===== src/rtl/bht_pkg.sv =====
// Shared types and constants for the branch history table controller.
//   bht_state_e : controller state (INIT sweep, RUN)
//   CNT_*       : 2-bit saturating counter constants
//   upd_entry_t : one queued branch-resolution update {index, taken}
//   sat_upd()   : saturating counter step
// The index field is sized for the largest table supported (2**BHT_IDX_W
// entries). Users zero-extend into it and truncate out of it.
package bht_pkg;

  localparam int BHT_IDX_W = 16;

  localparam logic [1:0] CNT_MAX  = 2'b11;
  localparam logic [1:0] CNT_MIN  = 2'b00;
  localparam logic [1:0] CNT_INIT = 2'b11;

  typedef enum logic {
    INIT = 1'b0,
    RUN  = 1'b1
  } bht_state_e;

  typedef struct packed {
    logic [BHT_IDX_W-1:0] index;
    logic                 taken;
  } upd_entry_t;

  function automatic logic [1:0] sat_upd(input logic [1:0] v, input logic taken);
    if (taken) return (v == CNT_MAX) ? CNT_MAX : v + 2'd1;
    else       return (v == CNT_MIN) ? CNT_MIN : v - 2'd1;
  endfunction

endpackage


===== src/rtl/bht_upd_fifo.sv =====
// Q-deep update queue between execute-stage branch resolution and the table.
//   clk, rst_n          : clock, async active-low reset
//   flush               : empties the queue (wins over push/pop)
//   in_valid/in_ready   : enqueue handshake; in_ready = not full
//   in_data             : entry to enqueue
//   out_valid/out_ready : dequeue handshake; out_valid = not empty
//   out_data            : head entry
// in_ready depends only on occupancy, so a full queue refuses a push even in
// a cycle where the head is being popped.
module bht_upd_fifo
  import bht_pkg::*;
#(
  parameter int Q = 4
) (
  input  logic       clk,
  input  logic       rst_n,
  input  logic       flush,
  input  logic       in_valid,
  input  upd_entry_t in_data,
  output logic       in_ready,
  output logic       out_valid,
  output upd_entry_t out_data,
  input  logic       out_ready
);

  localparam int QW = $clog2(Q);
  localparam logic [QW:0] Q_FULL = (QW+1)'(Q);

  upd_entry_t [Q-1:0] mem_q, mem_d;
  logic [QW-1:0]      wr_ptr_q, wr_ptr_d;
  logic [QW-1:0]      rd_ptr_q, rd_ptr_d;
  logic [QW:0]        cnt_q, cnt_d;
  logic               push, pop;

  assign in_ready  = (cnt_q != Q_FULL);
  assign out_valid = (cnt_q != '0);
  assign out_data  = mem_q[rd_ptr_q];

  always_comb begin
    push     = in_valid && in_ready;
    pop      = out_valid && out_ready;
    mem_d    = mem_q;
    wr_ptr_d = wr_ptr_q;
    rd_ptr_d = rd_ptr_q;
    cnt_d    = cnt_q;
    if (flush) begin
      wr_ptr_d = '0;
      rd_ptr_d = '0;
      cnt_d    = '0;
    end else begin
      // Pointers are QW bits wide with Q a power of two, so +1 wraps mod Q.
      if (push) begin
        mem_d[wr_ptr_q] = in_data;
        wr_ptr_d        = wr_ptr_q + QW'(1);
      end
      if (pop) rd_ptr_d = rd_ptr_q + QW'(1);
      case ({push, pop})
        2'b10:   cnt_d = cnt_q + (QW+1)'(1);
        2'b01:   cnt_d = cnt_q - (QW+1)'(1);
        default: cnt_d = cnt_q;
      endcase
    end
  end

  always_ff @(posedge clk or negedge rst_n) begin
    if (!rst_n) begin
      mem_q    <= '0;
      wr_ptr_q <= '0;
      rd_ptr_q <= '0;
      cnt_q    <= '0;
    end else begin
      mem_q    <= mem_d;
      wr_ptr_q <= wr_ptr_d;
      rd_ptr_q <= rd_ptr_d;
      cnt_q    <= cnt_d;
    end
  end

endmodule


===== src/rtl/bht_ctrl.sv =====
// Branch history table controller: M x 2-bit saturating counters indexed by
// the low log2(M) PC bits, a one-cycle lookup port for fetch, and a queued
// update port for execute-stage branch resolutions.
//   clk, rst_n                   : clock, async active-low reset
//   lk_valid/lk_ready, lk_pc     : lookup request (ready only in RUN)
//   pred_valid, pred, pred_taken : prediction, one cycle after accept
//   upd_valid/upd_ready, upd_pc, upd_taken : update enqueue
//   flush_req                    : reinitialise table, drop queue and lookup
//   busy                         : high while the INIT sweep runs
// Optional: define BHT_BYPASS_EN so that a lookup hitting the entry written
// by the same-cycle dequeue returns the new value instead of the old one.
module bht_ctrl
  import bht_pkg::*;
#(
  parameter int N = 32,
  parameter int M = 16,
  parameter int Q = 4
) (
  input  logic         clk,
  input  logic         rst_n,
  input  logic         lk_valid,
  input  logic [N-1:0] lk_pc,
  output logic         lk_ready,
  output logic         pred_valid,
  output logic [1:0]   pred,
  output logic         pred_taken,
  input  logic         upd_valid,
  input  logic [N-1:0] upd_pc,
  input  logic         upd_taken,
  output logic         upd_ready,
  input  logic         flush_req,
  output logic         busy
);

  localparam int IW = $clog2(M);

  bht_state_e       state_q, state_d;
  logic [IW-1:0]    sweep_cnt_q, sweep_cnt_d;
  logic [M-1:0][1:0] table_q, table_d;
  logic             pred_valid_q, pred_valid_d;
  logic [1:0]       pred_q, pred_d;

  logic             run;
  upd_entry_t       enq_ent, deq_ent;
  logic             fifo_in_ready, fifo_out_valid, deq;
  logic [IW-1:0]    lk_idx, deq_idx;
  logic [1:0]       deq_new, rd_val;
  logic             unused_hi_bits;

  assign run        = (state_q == RUN);
  assign lk_ready   = run;
  assign busy       = !run;
  assign upd_ready  = run && fifo_in_ready;
  assign pred_valid = pred_valid_q;
  assign pred       = pred_q;
  assign pred_taken = pred_q[1];

  assign enq_ent.index = BHT_IDX_W'(upd_pc[IW-1:0]);
  assign enq_ent.taken = upd_taken;

  // Flush suppresses the dequeue write; the sweep rewrites every entry anyway.
  assign deq     = run && fifo_out_valid && !flush_req;
  assign deq_idx = deq_ent.index[IW-1:0];
  assign deq_new = sat_upd(table_q[deq_idx], deq_ent.taken);
  assign lk_idx  = lk_pc[IW-1:0];

  assign unused_hi_bits = ^{lk_pc[N-1:IW], upd_pc[N-1:IW], deq_ent.index[BHT_IDX_W-1:IW]};

  bht_upd_fifo #(.Q(Q)) u_fifo (
    .clk       (clk),
    .rst_n     (rst_n),
    .flush     (flush_req),
    .in_valid  (upd_valid && run),
    .in_data   (enq_ent),
    .in_ready  (fifo_in_ready),
    .out_valid (fifo_out_valid),
    .out_data  (deq_ent),
    .out_ready (run && !flush_req)
  );

  always_comb begin
`ifdef BHT_BYPASS_EN
    rd_val = (deq && (lk_idx == deq_idx)) ? deq_new : table_q[lk_idx];
`else
    rd_val = table_q[lk_idx];
`endif
  end

  always_comb begin
    state_d      = state_q;
    sweep_cnt_d  = sweep_cnt_q;
    table_d      = table_q;
    pred_valid_d = 1'b0;
    pred_d       = pred_q;
    if (flush_req) begin
      state_d     = INIT;
      sweep_cnt_d = '0;
    end else if (!run) begin
      // One entry per cycle; RUN is entered on the edge that writes M-1.
      table_d[sweep_cnt_q] = CNT_INIT;
      if (sweep_cnt_q == IW'(M-1)) begin
        state_d     = RUN;
        sweep_cnt_d = '0;
      end else begin
        sweep_cnt_d = sweep_cnt_q + IW'(1);
      end
    end else begin
      if (deq) table_d[deq_idx] = deq_new;
      if (lk_valid) begin
        pred_valid_d = 1'b1;
        pred_d       = rd_val;
      end
    end
  end

  always_ff @(posedge clk or negedge rst_n) begin
    if (!rst_n) begin
      state_q      <= INIT;
      sweep_cnt_q  <= '0;
      table_q      <= '0;
      pred_valid_q <= 1'b0;
      pred_q       <= CNT_MIN;
    end else begin
      state_q      <= state_d;
      sweep_cnt_q  <= sweep_cnt_d;
      table_q      <= table_d;
      pred_valid_q <= pred_valid_d;
      pred_q       <= pred_d;
    end
  end

endmodule


===== config.mk =====
export PLATFORM = sky130hd
export DESIGN_NAME = bht_ctrl
export DESIGN_NICKNAME = d
export VERILOG_FILES = /design/src/rtl/bht_pkg.sv /design/src/rtl/bht_upd_fifo.sv /design/src/rtl/bht_ctrl.sv
export SDC_FILE = /design/constraint.sdc
export NUM_CORES = 1
export LEC_CHECK = 0
export ABC_AREA = 1
export BUFFER_PORTS_ARGS = -buffer_cell sky130_fd_sc_hd__buf_2
export CORE_ASPECT_RATIO = 0.6
export CORE_MARGIN = 2
export CORE_UTILIZATION = 40
export CTS_CLUSTER_SIZE = 24
export DETAILED_ROUTE_END_ITERATION = 10
export PLACE_DENSITY_LB_ADDON = 0.1
export REMOVE_ABC_BUFFERS = 1
export SYNTH_ARGS = -nofsm -noshare
export SYNTH_HDL_FRONTEND = slang
export SYNTH_SLANG_ARGS = --single-unit

===== constraint.sdc =====
create_clock -name clk -period 4.4 [get_ports clk]
set_input_delay 0.66 -clock clk [delete_from_list [all_inputs] [get_ports clk]]
set_output_delay 0.66 -clock clk [all_outputs]
set_load 0.01 [all_outputs]

==> results.ini <==
[timing]
hold_viol=0
post-route-min-period_ns=2.82
final-setup-viol-count=0
rsz0062_at_grt=no
fin_tns_setup_ns=0
worstMarginPinSlew_ns=0.892
slew_violations=0
max_freq_mhz=354
clock_skew_ns=0.00567
max-slew-margin-rel_pct=40.5
fin_crit_sh_pct=64.1

[grt]
grt_util_all_layers_pct=23.6
grt_antenna_before_repair=0
grt-ovfl-total=0
grt_first_pass_wirelength_um=23400
grt_max_degree=39
grt_pass1_vias=4297

[setup_path]
crit_arrival_ns=3.04
cp_max_fo=19
path_common_cell=nand3_1
cp_cell_sequence=inv_4 -> nand2_2 -> nand3_4 -> nand2_4 -> nand2_1 -> nand3_1 -> nand3_1 -> nand2_2 -> inv_2 -> nand2_4 -> nand3_4 -> nand3_1 -> a21oi_1
endpoint_kind=flop
slowest_stage=dfrtp_1
worstReg2RegStart=u_fifo.rd_ptr_q[0]
cp-start-kind=flop
reg2reg_depth=13
crit_start=u_fifo.rd_ptr_q[0]
cp_num_cells=13
crit_type=flop to flop
required_ns=4.62
reg2reg_slack_ns=1.58
slowest_delay_ns=0.70
r2r_end=table_q[23]
crit_buf_inv=2
endpoint=table_q[23]
critPathTopFamily=simple AND/OR/NAND/NOR gates

[floorplanning]
rows=30
coreArea_um2=11500
die_area_um2=12900
die_h_um=88.9
ios=77
initial_utilization_pct=41.8
fp.dieW_um=145

[routing]
drcViolationCount=0
num_vias=4570
detail-route-antenna-nets=0
drt_iter0_markers=485
detail_route.wl_per_cell_um=16.9
routed_wl_um=14200
avgViaCountPerCell=5.43
dr.pass1.iters=6

[synth]
ys_seq_elements=67
netlist-cell-type-count=37
syn-cell-area_um2=4800
postSynthCellCount=667
yosysSeqAreaShare_pct=34.9
avgSynthCellArea_um2=7.20
ys.flop_type=dfrtp_1
async_flop_share_pct=100
synth_edf_count=0
yosysWarnings=0

[pwr]
peakVddDrop_mv=0.212
seqPwrFrac_pct=38.3
p_comb_share_pct=22.9
p_sw_uw=612
power_mw=1.88
sw_frac_of_total_pct=32.6
p_int_mw=1.26
p_leak_nw=2.36
p_per_area_nw_per_um2=358
pwr-share-clk_pct=38.8

[clocking]
cts_tree=built
cts_root_buf=clkbuf_16
cts-buffers-inserted=9
cts.sinks=67
post_cts_buffers=0
cts-hold-fix-buffers=0
h-tree-depth=3
cts_resized=0
clock_latency_ns=0.33
clkTransAtPathRegs_ns=0.05
cts_buffer_depth=2

[place]
hpwl_um=10100
gp_congestion=0.876
placed_cells=827
port-buffer-count=20

[flow_run]
maxCapViolations=0

[finish]
layout-drive-gt1-share_pct=16.9
syn2layout_area_growth_pct=9.17
num_antenna_cells=0
final_cells=842
final_nets=757

[status]
status=finished, final reports clean

[worst_hold_path]
hold_path.class=input pin to asynchronous set/reset pin

## kinds of logic (layout without fill, tap and decap cells)
| group | count (synthesis) | count (layout) | share of synthesized area [%] |
|---|---|---|---|
| AO/OA/AOI/OAI | 157 | 157 | 18.5 |
| XOR/XNOR | 4 | 4 | 0.730 |
| adder cells (fa/ha/maj) | 9 | 9 | 2.50 |
| buffers and inverters | 112 | 127 | 10.7 |
| flip-flops | 67 | 67 | 34.9 |
| AND/OR/NAND/NOR | 318 | 318 | 32.6 |
## metrics by stage
step	area (µm²)	utilization, %	setup slack (ns)	hold slack (ns)
global route	5240	45.6	1.34	0.501
finish	5240	45.6	1.58	0.448
detailed placement	4950	43.1	1.63	0.471
global placement	4950	43.1	1.64	0.464
floorplan	4620	-	0.999	0.364
CTS	5240	45.6	1.62	0.484
## power by group through the flow
| stage | clock, mW | combinational [mW] | sequential (mW) |
|---|---|---|---|
| after global routing | 0.768 | 0.475 | 0.726 |
| after CTS | 0.740 | 0.421 | 0.716 |
| final | 0.729 | 0.430 | 0.718 |
| after detailed placement | 0 | 0.419 | 0.727 |
| after floorplan | 0 | 0.293 | 0.712 |
| after global placement | 0 | 0.413 | 0.726 |
## state kept, by name, indices dropped and copies added (netlist names)
name	count
pred	2
lk_ready	1
table_q	32
pred_valid	1
u_fifo.cnt_q	3
u_fifo.mem_q	20
sweep_cnt_q	4
u_fifo.rd_ptr_q	2
u_fifo.wr_ptr_q	2
## synthesized netlist by cell type (all sizes together) (3+ instances only)
| cell type | n | area [µm²] |
|---|---|---|
| nand2 | 109 | 479 |
| a31oi | 3 | 18.8 |
| inv | 86 | 325 |
| clkbuf | 11 | 41.3 |
| ha | 8 | 100 |
| buf | 12 | 136 |
| nor3 | 16 | 80.1 |
| or2 | 3 | 18.8 |
| clkinv | 3 | 12.5 |
| xor2 | 3 | 26.3 |
| dfrtp | 67 | 1680 |
| a21oi | 85 | 497 |
| nand3 | 90 | 603 |
| nor2 | 100 | 385 |
| o21ai | 65 | 333 |
## how the worst min path moves through the flow
stage / start / endpoint / slack, ns
after detailed placement: u_fifo.mem_q[51] / u_fifo.mem_q[51] / 0.47
after global placement: u_fifo.mem_q[51] / u_fifo.mem_q[51] / 0.46
final: rst_n / u_fifo.cnt_q[1] / 0.45
after CTS: rst_n / u_fifo.wr_ptr_q[1] / 0.48
after global routing: u_fifo.mem_q[51] / u_fifo.mem_q[51] / 0.50
after floorplan: rst_n / lk_ready / 0.36
## cells in the final DEF (no fill, tap or decap), types with 3 or more instances in the layout
master     instances
nor2_1            98
nand2_1           91
inv_1             78
dfrtp_1           67
a21oi_1           66
nand3_1           64
o21ai_0           63
nand3_2           23
buf_2             20
a21oi_2           19
nor3_1            16
nand2_2           13
clkbuf_16          9
ha_1               8
inv_2              7
nand2_4            5
nand3_4            3
a31oi_1            3
xor2_1             3
buf_4              3
## routing by layer
layer	GRT usage (%)	up-vias	wire length (µm)	share of wire [%]
met5	0	-	0	0
met4	5.53	0	189	1.3
met3	7.01	20	1340	9.4
met2	33.4	189	5490	39
met1	35.2	2155	7200	51
li1	-	2206	-	-
## cell type report
| type | instances | area (µm²) |
|---|---|---|
| fillers | 1187 | 6240 |
| multi-input cells | 488 | 2610 |
| flip-flops and latches | 67 | 1680 |
| inverters | 89 | 338 |
| clock buffers | 13 | 260 |
| well taps | 160 | 200 |
| repair buffers | 23 | 123 |
| clock inverters | 2 | 35.0 |
## worst register-to-register path, cell delays in order (launching register included)
cell and delay (ns):
dfrtp_1 0.70, inv_4 0.14, nand2_2 0.11, nand3_4 0.22, nand2_4 0.32, nand2_1 0.09
nand3_1 0.07, nand3_1 0.15, nand2_2 0.15, inv_2 0.05, nand2_4 0.08, nand3_4 0.30
nand3_1 0.23, a21oi_1 0.08
Note: power is estimated with default switching activity, not from simulation.
